## src/rtl/handshake_pkg.sv

```systemverilog
// Shared definitions for the round-robin control-channel arbiter:
// buffer depth, buffer occupancy states and the index-width helper.
package handshake_pkg;

    // Depth of the elastic buffer between arbitration and downstream.
    localparam int BUF_SLOTS = 2;

    // Occupancy of the elastic buffer; encoded value equals the entry count.
    typedef enum logic [1:0] {
        OCC_EMPTY = 2'd0,
        OCC_ONE   = 2'd1,
        OCC_FULL  = 2'd2
    } occ_e;

    // Width of a requester index: max(1, ceil(log2(num_req))).
    function automatic int calc_idx_width(input int num_req);
        int w;
        w = 1;
        while ((1 << w) < num_req) begin
            w = w + 1;
        end
        return w;
    endfunction

endpackage

```

## src/rtl/handshake_ctrl_rr_arbiter_if.sv

```systemverilog
// Requester/grant bundle of the round-robin arbiter. The slave modport is
// the arbiter side; the master modport is the surrounding environment.
interface handshake_ctrl_rr_arbiter_if #(
    parameter int NUM_REQ   = 4,
    parameter int IDX_WIDTH = 2
);
    logic [NUM_REQ-1:0]   req_valid;
    logic [NUM_REQ-1:0]   req_ready;
    logic                 grant_valid;
    logic                 grant_ready;
    logic [IDX_WIDTH-1:0] grant_idx;

    modport master (
        output req_valid,
        output grant_ready,
        input  req_ready,
        input  grant_valid,
        input  grant_idx
    );

    modport slave (
        input  req_valid,
        input  grant_ready,
        output req_ready,
        output grant_valid,
        output grant_idx
    );
endinterface

```

## src/rtl/rr_priority_pick.sv

```systemverilog
// Combinational rotating-priority picker: scans requesters starting at
// rr_ptr_i upward with wrap-around and selects the first valid one.
module rr_priority_pick #(
    parameter int NUM_REQ   = 4,
    parameter int IDX_WIDTH = 2
) (
    input  logic [NUM_REQ-1:0]   req_valid_i,
    input  logic [IDX_WIDTH-1:0] rr_ptr_i,
    input  logic                 enable_i,
    output logic [NUM_REQ-1:0]   grant_o,
    output logic [IDX_WIDTH-1:0] winner_idx_o,
    output logic                 any_grant_o
);
    // One extra bit so ptr + offset never overflows before the wrap.
    localparam int SUM_W = IDX_WIDTH + 1;

    logic [IDX_WIDTH-1:0] cand_idx [NUM_REQ];
    logic [NUM_REQ-1:0]   cand_valid;

    // Candidate k is requester (rr_ptr + k) mod NUM_REQ; explicit wrap keeps
    // non-power-of-two requester counts correct.
    genvar gi;
    generate
        for (gi = 0; gi < NUM_REQ; gi++) begin : g_cand
            logic [SUM_W-1:0] sum;
            assign sum = {1'b0, rr_ptr_i} + SUM_W'(gi);
            assign cand_idx[gi] = (sum >= SUM_W'(NUM_REQ))
                                ? IDX_WIDTH'(sum - SUM_W'(NUM_REQ))
                                : sum[IDX_WIDTH-1:0];
            assign cand_valid[gi] = req_valid_i[cand_idx[gi]];
        end
    endgenerate

    // Pick the first valid candidate in rotated order and one-hot encode it.
    always_comb begin
        grant_o      = '0;
        winner_idx_o = '0;
        any_grant_o  = 1'b0;
        if (enable_i) begin
            for (int k = 0; k < NUM_REQ; k++) begin
                if (!any_grant_o && cand_valid[k]) begin
                    any_grant_o  = 1'b1;
                    winner_idx_o = cand_idx[k];
                end
            end
        end
        if (any_grant_o) begin
            grant_o[winner_idx_o] = 1'b1;
        end
    end

endmodule

```

## src/rtl/handshake_ctrl_rr_arbiter.sv

```systemverilog
// Round-robin arbiter sharing one constant-source control channel among
// NUM_REQ requesters. Winner indices are queued in a 2-slot elastic buffer
// so req_ready never depends combinationally on grant_ready.
module handshake_ctrl_rr_arbiter
    import handshake_pkg::*;
#(
    parameter int NUM_REQ   = 4,
    parameter int IDX_WIDTH = 2
) (
    input logic                          clk,
    input logic                          rst,      // synchronous, active low
    handshake_ctrl_rr_arbiter_if.slave   arb_if
);

    // Elaboration-time parameter sanity checks.
    generate
        if (NUM_REQ < 1 || NUM_REQ > 16) begin : g_bad_num_req
            $error("handshake_ctrl_rr_arbiter: NUM_REQ must be in 1..16");
        end
        if (IDX_WIDTH != calc_idx_width(NUM_REQ)) begin : g_bad_idx_width
            $error("handshake_ctrl_rr_arbiter: IDX_WIDTH does not match NUM_REQ");
        end
    endgenerate

    occ_e                 occ_q, occ_d;
    logic                 wr_ptr_q, wr_ptr_d;
    logic                 rd_ptr_q, rd_ptr_d;
    logic [IDX_WIDTH-1:0] rr_ptr_q;
    logic [IDX_WIDTH-1:0] fifo_mem_q [BUF_SLOTS];

    logic                 space;
    logic                 pick_en;
    logic [NUM_REQ-1:0]   pick_grant;
    logic [IDX_WIDTH-1:0] pick_idx;
    logic                 pick_any;
    logic                 push;
    logic                 pop;

    // Space depends on registered occupancy only; ready is also held low
    // while reset is asserted so no token is accepted then.
    assign space   = (occ_q != OCC_FULL);
    assign pick_en = space & rst;

    rr_priority_pick #(
        .NUM_REQ   (NUM_REQ),
        .IDX_WIDTH (IDX_WIDTH)
    ) u_pick (
        .req_valid_i  (arb_if.req_valid),
        .rr_ptr_i     (rr_ptr_q),
        .enable_i     (pick_en),
        .grant_o      (pick_grant),
        .winner_idx_o (pick_idx),
        .any_grant_o  (pick_any)
    );

    assign arb_if.req_ready   = pick_grant;
    assign arb_if.grant_valid = (occ_q != OCC_EMPTY);
    assign arb_if.grant_idx   = fifo_mem_q[rd_ptr_q];

    assign push = pick_any & |(arb_if.req_valid & pick_grant);
    assign pop  = arb_if.grant_valid & arb_if.grant_ready & rst;

    // Occupancy next state and FIFO pointer advance.
    always_comb begin
        occ_d    = occ_q;
        wr_ptr_d = wr_ptr_q;
        rd_ptr_d = rd_ptr_q;
        if (push) begin
            wr_ptr_d = ~wr_ptr_q;
        end
        if (pop) begin
            rd_ptr_d = ~rd_ptr_q;
        end
        case (occ_q)
            OCC_EMPTY: if (push)         occ_d = OCC_ONE;
            OCC_ONE:   if (push && !pop) occ_d = OCC_FULL;
                       else if (!push && pop) occ_d = OCC_EMPTY;
            OCC_FULL:  if (pop)          occ_d = OCC_ONE;
            default:   occ_d = OCC_EMPTY;
        endcase
    end

    // Occupancy state and FIFO pointer registers.
    always_ff @(posedge clk) begin
        if (!rst) begin
            occ_q    <= OCC_EMPTY;
            wr_ptr_q <= 1'b0;
            rd_ptr_q <= 1'b0;
        end else begin
            occ_q    <= occ_d;
            wr_ptr_q <= wr_ptr_d;
            rd_ptr_q <= rd_ptr_d;
        end
    end

    // Buffer slots: cleared on reset so grant_idx reads 0 afterwards.
    genvar gi;
    generate
        for (gi = 0; gi < BUF_SLOTS; gi++) begin : g_slot
            // Slot gi captures the winner when the write pointer targets it.
            always_ff @(posedge clk) begin
                if (!rst) begin
                    fifo_mem_q[gi] <= '0;
                end else if (push && (wr_ptr_q == 1'(gi))) begin
                    fifo_mem_q[gi] <= pick_idx;
                end
            end
        end
    endgenerate

    // Rotating priority pointer: moves just past each accepted winner.
    generate
        if (NUM_REQ == 1) begin : g_single
            assign rr_ptr_q = '0;
        end else begin : g_multi
            logic [IDX_WIDTH-1:0] rr_ptr_d;

            // Next pointer with explicit wrap for non-power-of-two counts.
            always_comb begin
                rr_ptr_d = rr_ptr_q;
                if (push) begin
                    rr_ptr_d = (pick_idx == IDX_WIDTH'(NUM_REQ - 1))
                             ? '0 : pick_idx + 1'b1;
                end
            end

            // Pointer register.
            always_ff @(posedge clk) begin
                if (!rst) begin
                    rr_ptr_q <= '0;
                end else begin
                    rr_ptr_q <= rr_ptr_d;
                end
            end
        end
    endgenerate

endmodule
```

## src/flat_wrapper.sv

```systemverilog
// flat-port wrapper written by rule: the top's interface ports become plain ports
module handshake_ctrl_rr_arbiter_flat import handshake_pkg::*;
#(
    parameter int NUM_REQ   = 4,
    parameter int IDX_WIDTH = 2
)
  (clk, rst, arb_if_req_valid, arb_if_grant_ready, arb_if_req_ready, arb_if_grant_valid, arb_if_grant_idx);
  handshake_ctrl_rr_arbiter_if #(.NUM_REQ(NUM_REQ), .IDX_WIDTH(IDX_WIDTH)) arb_if_i ();
  input logic clk;
  input logic rst;
  input wire logic [$bits(arb_if_i.req_valid)-1:0] arb_if_req_valid;
  input wire logic [$bits(arb_if_i.grant_ready)-1:0] arb_if_grant_ready;
  output wire logic [$bits(arb_if_i.req_ready)-1:0] arb_if_req_ready;
  output wire logic [$bits(arb_if_i.grant_valid)-1:0] arb_if_grant_valid;
  output wire logic [$bits(arb_if_i.grant_idx)-1:0] arb_if_grant_idx;
  assign arb_if_i.req_valid = arb_if_req_valid;
  assign arb_if_i.grant_ready = arb_if_grant_ready;
  assign arb_if_req_ready = arb_if_i.req_ready;
  assign arb_if_grant_valid = arb_if_i.grant_valid;
  assign arb_if_grant_idx = arb_if_i.grant_idx;
  handshake_ctrl_rr_arbiter #(.NUM_REQ(NUM_REQ), .IDX_WIDTH(IDX_WIDTH)) u_core (.clk(clk), .rst(rst), .arb_if(arb_if_i));
endmodule
```

## config.mk

```make
export PLATFORM = sky130hd
export DESIGN_NAME = handshake_ctrl_rr_arbiter_flat
export DESIGN_NICKNAME = d
export VERILOG_FILES = /design/src/rtl/handshake_pkg.sv /design/src/rtl/handshake_ctrl_rr_arbiter_if.sv /design/src/rtl/rr_priority_pick.sv /design/src/rtl/handshake_ctrl_rr_arbiter.sv /design/src/flat_wrapper.sv
export SDC_FILE = /design/constraint.sdc
export NUM_CORES = 1
export LEC_CHECK = 0
export ABC_AREA = 1
export BUFFER_PORTS_ARGS = -buffer_cell sky130_fd_sc_hd__buf_2
export CAP_MARGIN = 20
export CORE_UTILIZATION = 39
export CTS_CLUSTER_SIZE = 8
export DETAILED_ROUTE_END_ITERATION = 8
export PLACE_DENSITY = 0.65
export SLEW_MARGIN = 20
export SYNTH_ARGS = -nofsm -noshare
export SYNTH_HDL_FRONTEND = slang
export SYNTH_SLANG_ARGS = --single-unit
export TNS_END_PERCENT = 100
```

## constraint.sdc

```tcl
create_clock -name clk -period 4.3 [get_ports clk]
set_input_delay 1.29 -clock clk [delete_from_list [all_inputs] [get_ports clk]]
set_output_delay 1.29 -clock clk [all_outputs]
set_load 0.03 [all_outputs]
```

### Yosys cells after proc, flatten, opt, wreduce, memory -nomap -nowiden

Memories as Yosys holds them, arrays and structs flattened. A register that Yosys moved wholly into a read port is not among the register bits.
Index checks and enable logic that the tools add are counted.

| cells by class | value |
|---|---|
| add/sub/neg operators | 8 |
| multiply operators | 0 |
| divide/modulo/power cells | 0 |
| magnitude comparators | 10 |
| eq/ne operators | 7 |
| shifts and indexed selects | 0 |
| muxes and demuxes | 45 |
| bitwise gates (word level) | 9 |
| reductions and logical operators | 17 |

Operators by type and width:

| operator | count |
|---|---|
| 2-bit 2-to-1 mux | 16 |
| 1-bit 2-to-1 mux | 22 |
| 2-bit by 3-bit < comparator with 1-bit output, second input constant | 5 |
| 3-bit greater-or-equal comparator, second input constant | 3 |
| 1-bit binary-select mux with 2-bit select | 4 |
| 1-bit logical AND | 8 |
| 2-bit by 1-bit subtractor with 2-bit output, second input constant | 4 |
| 2-bit by 2-bit adder with 3-bit output, second input constant | 2 |
| 2-bit case mux with 3 select lines | 1 |
| 1-bit zero test | 5 |
| 1-bit AND | 4 |
| 4-bit AND | 1 |
| 2-bit equality test, second input constant | 2 |
| 4-bit 2-to-1 mux | 1 |
| 2-bit by 1-bit inequality test with 1-bit output, second input constant | 2 |
| 4-bit OR reduction | 1 |
| 2-bit by 1-bit adder with 3-bit output, second input constant | 1 |
| 2-bit by 3-bit greater-or-equal comparator with 1-bit output, second input constant | 1 |
| 3-bit by 1-bit inequality test with 1-bit output, second input constant | 1 |
| 3-bit AND reduction | 1 |
| 2-bit by 1-bit adder with 2-bit output, second input constant | 1 |
| 1-bit demux with 2-bit select | 1 |
| 2-bit by 1-bit equality test with 1-bit output, second input constant | 1 |
| 2-bit by 1-bit greater-or-equal comparator with 1-bit output, second input constant | 1 |
| 5 further kinds | 7 |

| word-level totals | value |
|---|---|
| register bits | 6 |
| latch bits | 0 |
| memory bits (writable) | 4 |
| memory bits (read-only) | 0 |
| input bits | 7 |
| word-level logic and storage cells | 101 |
| memories kept | 1 |

Memory list:

| name | words | width | rd ports | clocked after Yosys merged registers in | wr ports | line | RTL |
|---|---|---|---|---|---|---|---|
| u_core.fifo_mem_q | 2 | 2 | 1 | 1 | 2 | handshake_ctrl_rr_arbiter.sv:29 | `logic [IDX_WIDTH-1:0] fifo_mem_q [BUF_SLOTS];` |

### Logic depth before layout (Yosys ltp)

Gate-level depths: netlist (run 1).

| logic depth | value |
|---|---|
| depth after elaboration | 31 |
| mapped depth | 20 |
| depth with buffers taken out | 19 |

### By module

Synthesis (run 1) repeated with hierarchy kept, for this count alone.

| second synthesis, totals | value |
|---|---|
| cell total of the unflattened synthesis | 147 |
| area, all modules | 908.4 um^2 |

By module, submodules not included:

| module | times used | cells each | area each (um^2) |
|---|---|---|---|
| handshake_ctrl_rr_arbiter | 1 | 63 | 538.0 |
| rr_priority_pick | 1 | 84 | 370.4 |

### Least setup slack after synthesis (run 1)

No wires, ideal clock.

| timing path | value |
|---|---|
| kind | input to output |
| from | input arb_if_req_valid[3] |
| to | output arb_if_req_ready[0] |
| arrival time | 2735 ps |
| data required time | 3010 ps |
| setup slack | 275 ps |
| stages | 12 |
| cell sequence | inv_1 nand2_1 nand3_1 nand2_1 nor2_4 nand3_2 nand2_1 nor2_1 inv_1 ha_1 inv_1 nor2_1 |

| between the ends | value |
|---|---|
| longest elaborated chain between the ends | 21 |

RTL lines:

| element | line | RTL |
|---|---|---|
| start: declaration | flat_wrapper.sv:11 | `input wire logic [$bits(arb_if_i.req_valid)-1:0] arb_if_req_valid;` |
| 1-bit binary-select mux with 2-bit select | rr_priority_pick.sv:30 | `assign cand_valid[gi] = req_valid_i[cand_idx[gi]];` |
| 1-bit 2-to-1 mux (implied by the code) | rr_priority_pick.sv:30 |  |
| 1-bit 2-to-1 mux | rr_priority_pick.sv:41 | `if (!any_grant_o && cand_valid[k]) begin` |
| 1-bit 2-to-1 mux | rr_priority_pick.sv:39 | `if (enable_i) begin` |
| 1-bit zero test | rr_priority_pick.sv:41 |  |
| 1-bit logical AND | rr_priority_pick.sv:41 |  |
| 1-bit 2-to-1 mux | rr_priority_pick.sv:41 |  |
| 1-bit 2-to-1 mux | rr_priority_pick.sv:39 |  |
| [... 6 more ...] | -- |  |
| 2-bit 2-to-1 mux * | rr_priority_pick.sv:41 |  |
| 2-bit 2-to-1 mux * | rr_priority_pick.sv:39 |  |
| via u_core.pick_idx[0] | handshake_ctrl_rr_arbiter.sv:34 | `logic [IDX_WIDTH-1:0] pick_idx;` |
| 2-bit by 3-bit < comparator with 1-bit output (implied by the code) / 2-bit by 1-bit greater-or-equal comparator with 1-bit output (equally long branches) | rr_priority_pick.sv:48 | `grant_o[winner_idx_o] = 1'b1;` |
| 1-bit logical AND (implied by the code) | rr_priority_pick.sv:48 |  |
| 1-bit 2-to-1 mux (implied by the code) | rr_priority_pick.sv:48 |  |
| 1-bit demux with 2-bit select * | rr_priority_pick.sv:48 |  |
| 4-bit 2-to-1 mux * | rr_priority_pick.sv:47 | `if (any_grant_o) begin` |
| end: declaration | flat_wrapper.sv:13 | `output wire logic [$bits(arb_if_i.req_ready)-1:0] arb_if_req_ready;` |

Mark *: on every way through the listed nets, which the timed path passes. The rest lies on a longest branch. The select of a mux whose other input is x is not followed.

### Final worst setup path (run 1)

Same ends and word-level chain as after synthesis.

==> results of run 1 <==
## power groups by stage
stage,clock (W),sequential [W],combinational [W]
3_3_place_gp,0,0.000170,0.000422
5_1_grt,0.0000747,0.000174,0.000534
6_report,0.0000686,0.000169,0.000471
4_1_cts,0.0000716,0.000169,0.000433
3_5_place_dp,0,0.000172,0.000431
2_1_floorplan,0,0.000155,0.000363
## stage by stage
| step | power [W] | hold slack (ns) | setup WS, ns |
|---|---|---|---|
| finish | 0.000709 | 0.497 | 0.120 |
| CTS | 0.000674 | 0.502 | 0.0464 |
| global placement | 0.000592 | 0.471 | 0.116 |
| detailed placement | 0.000602 | 0.484 | 0.0560 |
| floorplan | 0.000519 | 0.464 | 0.275 |
| global route | 0.000783 | 0.547 | -0.00634 |
## layout make-up
cell class              instances  area, um^2
clock buffers                   4        26.3
fillers                       205         990
inverters                      18        70.1
multi-input cells              93         514
flip-flops and latches         11         260
well taps                      27        33.8
repair buffers                 15        87.6
## kinds of logic (layout without fill, tap and decap cells)
logic type                 Yosys count  after routing  synth area share (%)
adders and majority gates            4              4                  6.01
AOI/OAI and AO/OA                   11             11                  8.26
and+or+nand+nor                     75             75                  41.0
DFF                                 11             11                  31.2
muxes                                2              2                  2.70
buffers and inverters               19             37                  9.76
xor gates and xnor gates             1              1                  1.05
## worst paths after layout
kind	startpoint	end	slack, ns
setup reg to reg	u_core.rr_ptr_q[0]$_SDFFE_PN0N_	u_core.fifo_mem_q[0][1]$_SDFFCE_PN0P_	1.63
hold reg to reg	u_core.rd_ptr_q$_SDFFE_PN0P_	register	0.50
setup / recovery	arb_if_req_valid[3]	arb_if_req_ready[0]	0.12
hold / removal	u_core.rd_ptr_q$_SDFFE_PN0P_	register	0.50
## cells in the mapped netlist
master | instances | area (um^2)
sky130_fd_sc_hd__nand2_1 | 33 | 124
sky130_fd_sc_hd__nand4_1 | 5 | 31.3
sky130_fd_sc_hd__dfxtp_1 | 7 | 140
sky130_fd_sc_hd__nor3_1 | 1 | 5.00
sky130_fd_sc_hd__xor2_1 | 1 | 8.76
sky130_fd_sc_hd__nor2_1 | 24 | 90.1
sky130_fd_sc_hd__o21a_1 | 2 | 15.0
sky130_fd_sc_hd__nand2_2 | 4 | 25.0
sky130_fd_sc_hd__nand2_4 | 1 | 11.3
sky130_fd_sc_hd__inv_2 | 2 | 7.51
sky130_fd_sc_hd__a21oi_1 | 2 | 10.0
sky130_fd_sc_hd__ha_1 | 4 | 50.1
sky130_fd_sc_hd__a221o_1 | 1 | 10.0
sky130_fd_sc_hd__or2_1 | 1 | 6.26
sky130_fd_sc_hd__nor2_4 | 2 | 22.5
sky130_fd_sc_hd__inv_1 | 15 | 56.3
sky130_fd_sc_hd__and2_1 | 1 | 6.26
sky130_fd_sc_hd__mux2_2 | 2 | 22.5
sky130_fd_sc_hd__o21ai_0 | 5 | 25.0
sky130_fd_sc_hd__buf_6 | 1 | 11.3
sky130_fd_sc_hd__edfxtp_1 | 4 | 120
sky130_fd_sc_hd__inv_4 | 1 | 6.26
sky130_fd_sc_hd__nand3_2 | 1 | 10.0
sky130_fd_sc_hd__o21ai_2 | 1 | 8.76
sky130_fd_sc_hd__nand3_1 | 2 | 10.0
## what timing repair did
| action | 4_1_cts | 5_1_grt |
|---|---|---|
| setup endpoints to repair | 0 | 4 |
| resized for setup | 0 | 13 |
| setup buffers | 0 | 1 |
| hold buffers | 0 | 0 |
## state kept, by name, indices dropped and copies added, names as in the netlist, named ones only
signal,count
u_core.wr_ptr_q,1
u_core.fifo_mem_q,4
u_core.occ_q,2
u_core.rd_ptr_q,1
u_core.rr_ptr_q,2
## critical path: cells and delay by family
family	cells	cell delay, ns
buf+inv	5	0.48
simple gates	7	0.63
compound gates	1	0.08
fa+ha+maj	1	0.20
xor+xnor	1	0.23
## per-layer routing
layer | vias up | part of all wire (%) | track usage (%)
met2 | 18 | 48 | 25.3
met4 | 0 | 1.1 | 6.67
li1 | 423 | - | -
met5 | - | 0 | 0
met3 | 2 | 3.2 | 2.22
met1 | 334 | 48 | 22.1
==> reports/qor.log, run 1 <==
INFO  global_route   grt_pass1_vias=612
INFO  logic_synthesis synth_area_per_cell=6.77um^2
INFO  drt            route.vias.total=777
INFO  placement      numPortBuffers=13
INFO  critical_path  worstPathMaxFanout=4
INFO  critical_path  critPathKind=input pin to primary output
INFO  power_and_ir_drop power_share_of_the_sequential_group=23.9%
INFO  power_and_ir_drop switching_share=51.5%
INFO  global_route   grt_antenna_before_repair=0
INFO  placement      dp.cells=163
INFO  logic_synthesis mappedNetlistArea=833um^2
INFO  logic_synthesis ys_warn_count=0
INFO  critical_path  cp-end-kind=primary output
INFO  final_layout   post_layout_nonfiller_instances=168
INFO  power_and_ir_drop cellLeakagePower=0.511nW
INFO  clock_tree     cts.htree.levels=1
INFO  die            design.die.area=2330um^2
INFO  drt            detail_route.iter0.violations=23
INFO  clock_tree     numCtsBuffers=3
INFO  global_route   grt_pass1_wl=2640um
INFO  drt            post_route_ant_nets=0
INFO  min_path       worst_hold_path.num_cells=1
INFO  clock_tree     path_clk_slew=0.07ns
INFO  final_layout   post_route_cells_drive_above_1_share=28.4%
INFO  run_status     outcome=completed
INFO  critical_path  worst_ep_arrival_time=2.89ns
INFO  placement      routabilityCongestion=0.934
INFO  placement      detailedPlacementHpwl=1300um
INFO  power_and_ir_drop p_int=0.000344W
INFO  final_layout   layout.cells.most_common_list=sky130_fd_sc_hd__nand2_1 (30), sky130_fd_sc_hd__nor2_1 (23), sky130_fd_sc_hd__inv_1 (14)
INFO  logic_synthesis syn-instance-count=123
INFO  timing         setup_viol_count_final=0
INFO  die            die_y=48.2um
INFO  die            num_rows=16
INFO  global_route   grt_remaining_overflow=0
INFO  timing         timing.slew.headroom=72.9%
INFO  critical_path  critPathLaunchType=input pin
INFO  critical_path  timing.critical_path.cells=buf_2 > inv_1 > nand2_1 > nand2_1 > nand2_1 > o21ai_2 > nor2_1 > nor2_1 > xor2_1 > nor2_2 > inv_2 > ha_1 > inv_1 > nor2_1 > clkbuf_4
INFO  logic_synthesis synth_fp_nets=134
INFO  flow_run       drv.max_cap_violation_count=0
INFO  final_layout   fin_nets=153
INFO  placement      placed_cell_area=928um^2
INFO  logic_synthesis post_synth_num_cell_types=25
INFO  global_route   grt_usage=16.1%
INFO  power_and_ir_drop power.combinational.fraction=66.4%
INFO  drt            wl_per_cell=9.64um
INFO  drt            remaining_drc_errors=0
INFO  critical_path  cp_slowest_cell=sky130_fd_sc_hd__xor2_1
INFO  drt            vias_per_cell=4.63
INFO  timing         report.final.slew_viol_count=0
INFO  final_layout   syn_to_final_growth=19.1%
INFO  timing         timing.clock.skew=0.00898ns
INFO  die            placeableCoreArea=1980um^2
INFO  drt            dr.pass1.iters=4
INFO  final_layout   most_frequent_standard_cell_in_the_layout_excluding_fill_and_tap_cells=sky130_fd_sc_hd__nand2_1
INFO  die            io-pin-count=14
INFO  timing         setup_tns=0ns
INFO  power_and_ir_drop power.ir.vdd_worst=0.000381V
INFO  timing         hold_violations=0
INFO  timing         post-route-min-period=4.18ns
INFO  global_route   grt_start_max_net_pins=11
INFO  logic_synthesis synth_seq_cells=11
INFO  power_and_ir_drop power.density=715nW/um^2
INFO  timing         fmax=0.239GHz
INFO  min_path       min_path_type=register to register
INFO  final_layout   stdcell_area=992um^2
INFO  power_and_ir_drop total_switching_power=0.000365W
INFO  timing         worst_slew_pin_slew=0.403ns
INFO  die            chipWidth=48.2um
INFO  final_layout   n_antenna_cell=0
INFO  timing         post-route-period-util=97.2%
INFO  critical_path  cells_on_worst_reg2reg_path=17
INFO  clock_tree     clock_tree.root_cell=sky130_fd_sc_hd__clkbuf_4
INFO  critical_path  critical_path.max_stage_delay=0.23ns
INFO  die            floorplan.initialDensity=42.0%
INFO  critical_path  worst_ep_required_time=3.01ns
INFO  clock_tree     tritoncts_num_sinks=11
INFO  clock_tree     max_buffers_root_to_sink=2
INFO  drt            totalWireLength=1620um
INFO  logic_synthesis yosysSeqAreaShare=31.2%
INFO  power_and_ir_drop clockPowerShare=9.7%
INFO  clock_tree     clk_latency=0.27ns
INFO  clock_tree     tritoncts=built
INFO  final_layout   utilization=50.1%
(Power assumes the default switching activity.)
==> run 2, diff against run 1 <==
==> constraint.sdc (replaced) <==
create_clock -name clk -period 4.3 [get_ports clk]
set_input_delay 0 -clock clk [delete_from_list [all_inputs] [get_ports clk]]
set_output_delay 0 -clock clk [all_outputs]
set_load 0.03 [all_outputs]
==> run 2 against run 1 <==
Worst hold slack lost 0.48 ns. Utilization fell by 2.3 points. Total power decreased by 5.5%. Critical path depth rose by 1. Via count shrank 2.4%. Count of clock-buffer cells in the layout stayed put. Sequential cell count is the same. Global-route usage down 0.56 points. Worst setup slack improved by 1.5 ns. Critical path type is now register to register. Critical endpoint is now u_core.fifo_mem_q[0][0]$_SDFFCE_PN0P_.
==> reports/qor.log, run 2 (synthesis results as in run 1) <==
INFO  drt            remaining_drc_errors=0 [unchanged]
INFO  clock_tree     numCtsBuffers=3 [unchanged]
INFO  final_layout   reg_top3=u_core.fifo_mem_q (4), u_core.occ_q (2), u_core.rr_ptr_q (2) [unchanged]
INFO  timing         grt_setup_unrepaired=false
INFO  power_and_ir_drop cellLeakagePower=0.498nW [was 0.511 nW]
INFO  global_route   grt_start_max_net_pins=11 [unchanged]
INFO  power_and_ir_drop power.ir.vdd_worst=0.000328V [was 0.000381 V]
INFO  die            design.die.area=2330um^2 [unchanged]
INFO  power_and_ir_drop power.density=708nW/um^2 [was 715 nW/um^2]
INFO  final_layout   n_antenna_cell=0 [unchanged]
INFO  critical_path  critPathKind=register to register [was input pin to primary output]
INFO  critical_path  worstPathMaxFanout=10 [was 4]
INFO  power_and_ir_drop clockPowerShare=10.6% [was 9.7%]
INFO  run_status     outcome=completed [unchanged]
INFO  power_and_ir_drop power.combinational.fraction=64.4% [was 66.4%]
INFO  final_layout   syn_to_final_growth=13.7% [was 19.1%]
INFO  critical_path  worst_ep_arrival_time=2.67ns [was 2.89 ns]
INFO  timing         final.setup.worst_slack=1.61ns [was 0.120 ns]
INFO  drt            dr.pass1.iters=4 [unchanged]
INFO  final_layout   top_register=u_core.fifo_mem_q [unchanged]
INFO  final_layout   layout.cells.most_common_list=sky130_fd_sc_hd__nand2_1 (33), sky130_fd_sc_hd__nor2_1 (24), sky130_fd_sc_hd__inv_1 (15) [was sky130_fd_sc_hd__nand2_1 (30), sky130_fd_sc_hd__nor2_1 (23), sky130_fd_sc_hd__inv_1 (14)]
INFO  clock_tree     cts.htree.levels=1 [unchanged]
INFO  power_and_ir_drop switching_share=52.6% [was 51.5%]
INFO  die            io-pin-count=14 [unchanged]
INFO  drt            detail_route.iter0.violations=24 [was 23]
INFO  global_route   grt_usage=15.6% [was 16.1%]
INFO  final_layout   fin_nets=151 [was 153]
INFO  power_and_ir_drop p_int=0.000318W [was 0.000344 W]
INFO  global_route   grt_remaining_overflow=0 [unchanged]
INFO  global_route   grt_pass1_wl=2490um [was 2640 um]
INFO  placement      detailedPlacementHpwl=1290um [was 1300 um]
INFO  global_route   grt_antenna_before_repair=0 [unchanged]
INFO  placement      routabilityCongestion=0.801 [was 0.934]
INFO  timing         holdWs=0.0215ns [was 0.497 ns]
INFO  die            floorplan.initialDensity=42.0% [unchanged]
INFO  drt            vias_per_cell=4.57 [was 4.63]
INFO  die            chipWidth=48.2um [unchanged]
INFO  global_route   grt_pass1_vias=582 [was 612]
INFO  timing         post-route-period-util=62.7% [was 97.2%]
INFO  placement      numPortBuffers=13 [unchanged]
INFO  critical_path  regToRegSetupSlack=1.61ns [was 1.63 ns]
INFO  clock_tree     post_cts_setup_driven_buffer_insertion_count=0 [unchanged]
INFO  final_layout   largest_register_ffs=4 [unchanged]
INFO  timing         fmax=0.371GHz [was 0.239 GHz]
INFO  timing         post-route-min-period=2.69ns [was 4.18 ns]
INFO  power_and_ir_drop power_share_of_the_sequential_group=25.0% [was 23.9%]
INFO  clock_tree     clock_tree.root_cell=sky130_fd_sc_hd__clkbuf_4 [unchanged]
INFO  critical_path  worst_ep_required_time=4.28ns [was 3.01 ns]
INFO  placement      preCtsSetupSlack=1.62ns [was 0.0560 ns]
INFO  drt            totalWireLength=1610um [was 1620 um]
INFO  timing         timing.clock.skew=0.00628ns [was 0.00898 ns]
INFO  timing         setup_viol_count_final=0 [unchanged]
INFO  clock_tree     tritoncts_num_sinks=11 [unchanged]
INFO  die            num_rows=16 [unchanged]
INFO  critical_path  cp-end-kind=register [was primary output]
INFO  drt            post_route_ant_nets=0 [unchanged]
INFO  timing         worst_slew_pin_slew=0.386ns [was 0.403 ns]
INFO  clock_tree     cts.repair.resized=0 [unchanged]
INFO  timing         timing.slew.headroom=74.1% [was 72.9%]
INFO  power_and_ir_drop total_switching_power=0.000352W [was 0.000365 W]
INFO  clock_tree     max_buffers_root_to_sink=2 [unchanged]
INFO  drt            route.vias.total=758 [was 777]
INFO  flow_run       drv.max_cap_violation_count=0 [unchanged]
INFO  clock_tree     cts_hold_repair.buffers=0 [unchanged]
INFO  min_path       min_path_type=input pin to register [was register to register]
INFO  clock_tree     clk_latency=0.27ns [about the same]
INFO  die            placeableCoreArea=1980um^2 [unchanged]
INFO  clock_tree     path_clk_slew=0.07ns [about the same]
INFO  timing         report.final.slew_viol_count=0 [unchanged]
INFO  final_layout   most_frequent_standard_cell_in_the_layout_excluding_fill_and_tap_cells=sky130_fd_sc_hd__nand2_1 [unchanged]
INFO  clock_tree     tritoncts=built [unchanged]
INFO  timing         setup_tns=0ns [unchanged]
INFO  final_layout   post_route_cells_drive_above_1_share=21.6% [was 28.4%]
INFO  critical_path  critPathLaunchType=register [was input pin]
INFO  drt            wl_per_cell=9.71um [was 9.64 um]
INFO  die            die_y=48.2um [unchanged]
INFO  timing         hold_violations=0 [unchanged]
-- run 2: changes by cell type in the layout (fill, tap and decap cells not counted), moves of 2 or more --
cell	before	now
sky130_fd_sc_hd__buf_2	10	13
sky130_fd_sc_hd__buf_4	4	0
sky130_fd_sc_hd__nand2_1	30	33
sky130_fd_sc_hd__nand2_2	7	4
sky130_fd_sc_hd__nand3_1	0	2
sky130_fd_sc_hd__nand3_2	3	1
-- run 2: critical path, cell delays in order (launching register included) --
cell,delay [ns]
sky130_fd_sc_hd__dfxtp_1,0.52
sky130_fd_sc_hd__inv_4,0.09
sky130_fd_sc_hd__nand2_1,0.07
sky130_fd_sc_hd__nand2_1,0.08
sky130_fd_sc_hd__nand2_2,0.09
sky130_fd_sc_hd__nand2_2,0.07
sky130_fd_sc_hd__nor2_4,0.11
sky130_fd_sc_hd__nand3_2,0.12
sky130_fd_sc_hd__nand2_1,0.18
sky130_fd_sc_hd__nor2_1,0.10
sky130_fd_sc_hd__inv_1,0.14
sky130_fd_sc_hd__ha_1,0.20
sky130_fd_sc_hd__nand4_1,0.09
sky130_fd_sc_hd__nand2_1,0.13
sky130_fd_sc_hd__nor2_4,0.06
sky130_fd_sc_hd__or2_1,0.23
sky130_fd_sc_hd__nand2_1,0.10
-- run 2: area by class of cell --
class / instances / area (um^2)
Clock buffer: 4 / 26.3
Fill cell: 202 / 1030
Inverter: 18 / 70.1
Multi-Input combinational cell: 93 / 492
Sequential cell: 11 / 260
Tap cell: 27 / 33.8
Timing Repair Buffer: 13 / 65.1
-- run 2: per-stage QoR --
stage	std cells	util [%]	area (um^2)	power (W)
floorplan	123	-	833	0.000519
global placement	162	46.5	921	0.000589
detailed placement	162	46.5	921	0.000598
CTS	166	47.8	947	0.000673
global route	166	47.8	947	0.000740
finish	166	47.8	947	0.000670
-- run 2: worst paths after layout --
kind | from | to | cells past startpoint
setup / recovery | u_core.rr_ptr_q[0]$_SDFFE_PN0N_ | u_core.fifo_mem_q[0][0]$_SDFFCE_PN0P_ | 16
hold / removal | arb_if_grant_ready | u_core.occ_q[1]$_SDFFE_PN0P_ | 4
setup reg to reg | u_core.rr_ptr_q[0]$_SDFFE_PN0N_ | u_core.fifo_mem_q[0][0]$_SDFFCE_PN0P_ | 16
hold reg to reg | u_core.rd_ptr_q$_SDFFE_PN0P_ | u_core.rd_ptr_q$_SDFFE_PN0P_ | 1
-- run 2: power by group through the flow --
stage                      Clock, W  Sequential, W  Combinational, W
after floorplan                   0       0.000155          0.000363
after global placement            0       0.000169          0.000420
after detailed placement          0       0.000170          0.000428
after CTS                 0.0000737       0.000167          0.000432
after global routing      0.0000800       0.000172          0.000488
final                     0.0000708       0.000168          0.000432
-- run 2: layer usage --
layer  GRT usage (%)  routed length [um]
met1            23.1                 884
met2            21.3                 667
met3            3.33                  60
met4            6.67                   0
met5               0                   0
